==> config.mk <==
export PLATFORM = sky130hd
export DESIGN_NAME = csi_bp_lfsr
export DESIGN_NICKNAME = d
export VERILOG_FILES = /design/src/rtl/csi_chk_pkg.sv /design/src/rtl/csi_bp_lfsr.sv
export SDC_FILE = /design/constraint.sdc
export NUM_CORES = 1
export LEC_CHECK = 0
export BUFFER_PORTS_ARGS = -buffer_cell sky130_fd_sc_hd__buf_2
export CAP_MARGIN = 20
export CORE_AREA = 5 5 42 44
export CTS_BUF_LIST = sky130_fd_sc_hd__clkbuf_2 sky130_fd_sc_hd__clkbuf_4 sky130_fd_sc_hd__clkbuf_8
export DETAILED_ROUTE_END_ITERATION = 7
export DIE_AREA = 0 0 47 49
export GPL_ROUTABILITY_DRIVEN = 1
export GPL_TIMING_DRIVEN = 0
export PLACE_DENSITY = 0.66
export SYNTH_ARGS = -nofsm -noshare
export SYNTH_HDL_FRONTEND = slang
export SYNTH_SLANG_ARGS = --single-unit
==> constraint.sdc <==
create_clock -name i_clk -period 0.9 [get_ports i_clk]
set_input_delay 0.135 -clock i_clk [delete_from_list [all_inputs] [get_ports i_clk]]
set_output_delay 0.135 -clock i_clk [all_outputs]
set_load 0.01 [all_outputs]
==> src/rtl/csi_chk_pkg.sv <==
// Shared types and constants for the CSI stream checker.
// Latency: n/a (declarations only).
// Backpressure: n/a (declarations only).
package csi_chk_pkg;

  typedef enum logic {
    WAIT_SOF = 1'b0,
    RUN      = 1'b1
  } state_t;

  localparam int LFSR_W = 16;
  // Fibonacci taps 16,14,13,11 expressed as a bit mask over [15:0].
  localparam logic [LFSR_W-1:0] LFSR_TAPS = 16'hB400;

  localparam int BP_ALWAYS = 0;
  localparam int BP_RANDOM = 1;

  localparam int CNT_W = 16;

  // Increment that sticks at all-ones instead of wrapping.
  function automatic logic [CNT_W-1:0] sat_inc(input logic [CNT_W-1:0] v);
    return (&v) ? v : v + CNT_W'(1);
  endfunction

endpackage

==> src/rtl/csi_bp_lfsr.sv <==
// 16-bit Fibonacci LFSR that paces the checker's tready stall pattern.
// Latency: new value one cycle after each advance; low bits exported directly from the register.
// Backpressure: none of its own; reloads the seed whenever the checker is disabled.
module csi_bp_lfsr
  import csi_chk_pkg::*;
#(
  parameter logic [LFSR_W-1:0] SEED = 16'hACE1
) (
  input  logic       i_clk,
  input  logic       i_rst,
  input  logic       i_enb,
  input  logic       i_adv,
  output logic [1:0] o_low
);

  logic [LFSR_W-1:0] r_lfsr;
  logic              w_fb;

  assign w_fb  = ^(r_lfsr & LFSR_TAPS);
  assign o_low = r_lfsr[1:0];

  // Seed on reset or while disabled, otherwise shift in the feedback bit.
  always_ff @(posedge i_clk) begin
    if (i_rst || !i_enb) begin
      r_lfsr <= SEED;
    end else if (i_adv) begin
      r_lfsr <= {r_lfsr[LFSR_W-2:0], w_fb};
    end
  end

endmodule

==> out/metrics.yaml <==
status:
  status: "finished, final reports clean"
flow_run:
  maxCapViolCount: 0
synth:
  postSynthCellCount: 59
  synth_cell_types: 14
  syn_area_um2: 627
  avgSynthCellArea_um2: 10.6
  synth_nets: 63
  ys_ff_latch: 16
  yosysWarnings: 0
  synth-seq-area-share_pct: 51.1
critical_path:
  cpPeakStageDelay_ns: 0.33
  critical_path_arrival_ns: 0.72
  cp_max_fo: 2
  crit_chain: "buf_6"
  critPathCaptureType: "output pin"
  worst-path-buf-inv: 1
  critPathTopFamily: "flip-flops"
  cp_slowest_cell: "dfxtp_2"
  cp-start-kind: "register"
  worstSetupPathType: "register to output pin"
  worstPathRequired_ns: 0.76
floorplanning:
  start_util_pct: 44.7
  ios: 6
  fp.dieH_um: 49
  num_rows: 14
  chipWidth_um: 47
  die_area_um2: 2300
  core_um2: 1400
global_route:
  overflow: 0
  antenna_found_initial: 0
  grt_first_pass_wirelength_um: 1500
  grt_pass1_vias: 350
  grt_start_max_net_pins: 11
  grt_util_all_layers_pct: 9.12
sta:
  tns_ns: 0
  skew_ns: 0.000928
  tightest_slew_ns: 0.338
  post-route-min-period_ns: 0.854
  rsz0062_at_grt: "false"
  setup_viol: 0
  finalHoldViolCount: 0
  fin_crit_sh_pct: 94.9
  drv_slew: 0
  slew_headroom_pct: 77.5
  max_freq_mhz: 1170
layout:
  reg.largest.list: "r_lfsr x16"
  fillers: 143
  nNetsFinal: 72
  n_antenna_cell: 0
  syn2layout_area_growth_pct: 17.8
  largest_register_ff_count: 16
  seq_area_um2: 328
  final_cell_mix: "15 x mux2i_1, 10 x dfxtp_1, 8 x nor2_1"
  multi_input_area_um2: 272
  drive_gt1_share_pct: 31.3
  final_cells: 83
  regMostFlops: "r_lfsr"
  layout_commonest_cell: "mux2i_1"
placed_design:
  gp_congestion: 0.679
  portBuffers: 4
  place_inst: 79
  dpl.hpwl_um: 605
power:
  switchingPower_uw: 284
  p_int_mw: 1.06
  clock_power_share_pct: 33.9
  p_leak_nw: 0.329
  pwr-share-comb_pct: 10.0
  peakVddDrop_v: 0.00108
  p_per_area_nw_per_um2: 1810
  sw_frac_of_total_pct: 21.2
  seq_power_share_pct: 56.1
drt:
  highest_layer: "met4"
  wl_per_cell_um: 10.6
  wl_met2_um: 361
  wl_met3_um: 55
  via_per_inst: 4.65
  dr.first_iter.drc_count: 1
  dr.pass1.iters: 4
  final_antenna_net_count: 0
  drc: 0
  drt-total-wl_um: 876
  vias: 386
  met1_length_um: 445
clock_tree:
  cts_tree: "built"
  cts.clk_slew.worst_paths_ns: 0.09
  cts_sinks: 16
  cts-buffers-inserted: 3
  insertion_delay_ns: 0.28
  clockRootBuffer: "clkbuf_4"
  cts_max_level: 1
  clk_path_buf_depth: 2
min_path:
  min_path_type: "input port to register"
worst paths after layout:
check / from / endpoint / slack (ns) / cells past startpoint
min reg2reg: r_lfsr[6]$_SDFFE_PP1P_ / r_lfsr[6]$_SDFFE_PP1P_ / 0.48 / 2
max: r_lfsr[0]$_SDFFE_PP1P_ / o_low[0] / 0.05 / 1
min: i_adv / r_lfsr[14]$_SDFFE_PP0P_ / 0.18 / 3
max reg2reg: r_lfsr[12]$_SDFFE_PP0P_ / r_lfsr[0]$_SDFFE_PP1P_ / 0.05 / 3
through the flow:
stage | cell area, um2 | hold slack, ns | worst slack (ns) | total power [mW] | util, %
after floorplan | 627 | 0.405 | 0.0822 | 0.861 | -
after global placement | 667 | 0.456 | 0.00177 | 0.883 | 47.6
after detailed placement | 667 | 0.461 | -0.00316 | 0.886 | 47.6
after CTS | 718 | 0.171 | 0.0160 | 1.35 | 51.2
after global routing | 738 | 0.176 | 0.0125 | 1.41 | 52.7
final | 738 | 0.176 | 0.0460 | 1.34 | 52.7
cells by family after synthesis:
| kind of cell | count (synthesis) | synth area share (%) |
|---|---|---|
| buffers and inverters | 6 | 7.98 |
| muxes | 15 | 24.0 |
| xor gates and xnor gates | 3 | 4.19 |
| AOI/OAI and AO/OA | 1 | 0.999 |
| DFF | 16 | 51.1 |
| and+or+nand+nor | 18 | 11.8 |
worst register-to-register path, cell delays in order (launching register included):
cell and delay [ns]:
dfxtp_2 0.35, xnor2_2 0.16, xnor2_1 0.13, a31oi_1 0.09
power groups by stage:
stage / clock network [mW] / registers (mW) / logic [mW]
2_1_floorplan: 0 / 0.758 / 0.102
4_1_cts: 0.475 / 0.747 / 0.130
3_3_place_gp: 0 / 0.762 / 0.121
3_5_place_dp: 0 / 0.762 / 0.124
5_1_grt: 0.506 / 0.754 / 0.146
6_report: 0.455 / 0.751 / 0.134
synthesized netlist by cell type, drive strengths merged:
library cell / number / area, um2
nand2b: 1 / 6.26
xnor2: 3 / 26.3
a31oi: 1 / 6.26
nor2b: 1 / 6.26
mux2i: 15 / 150
dfxtp: 16 / 320
buf: 6 / 50.0
nand2: 7 / 26.3
nor3: 1 / 5.00
nor2: 8 / 30.0
what timing repair did:
| item | 4_1_cts | 5_1_grt |
|---|---|---|
| gates resized for setup | 4 | 6 |
| hold buffers | 0 | 0 |
| gates cloned | 0 | 0 |
| setup buffers | 2 | 0 |
| endpoints found under the setup margin | 2 | 1 |
| pin swaps | 0 | 2 |
final cells by class:
class                           count  area share (%)
Sequential cell                    16            44.4
Clock buffer                        4            4.92
Tap cell                           16            2.71
Multi-Input combinational cell     37            36.8
Buffer                              4            4.75
Timing Repair Buffer                6            6.44
per-layer routing:
| metal | GRT usage [%] | up-vias |
|---|---|---|
| li1 | - | 205 |
| met1 | 12.7 | 171 |
| met2 | 10.9 | 8 |
| met3 | 4.43 | 2 |
| met4 | 5.53 | 0 |
| met5 | 0 | - |
Note: power is estimated with default switching activity, not from simulation.
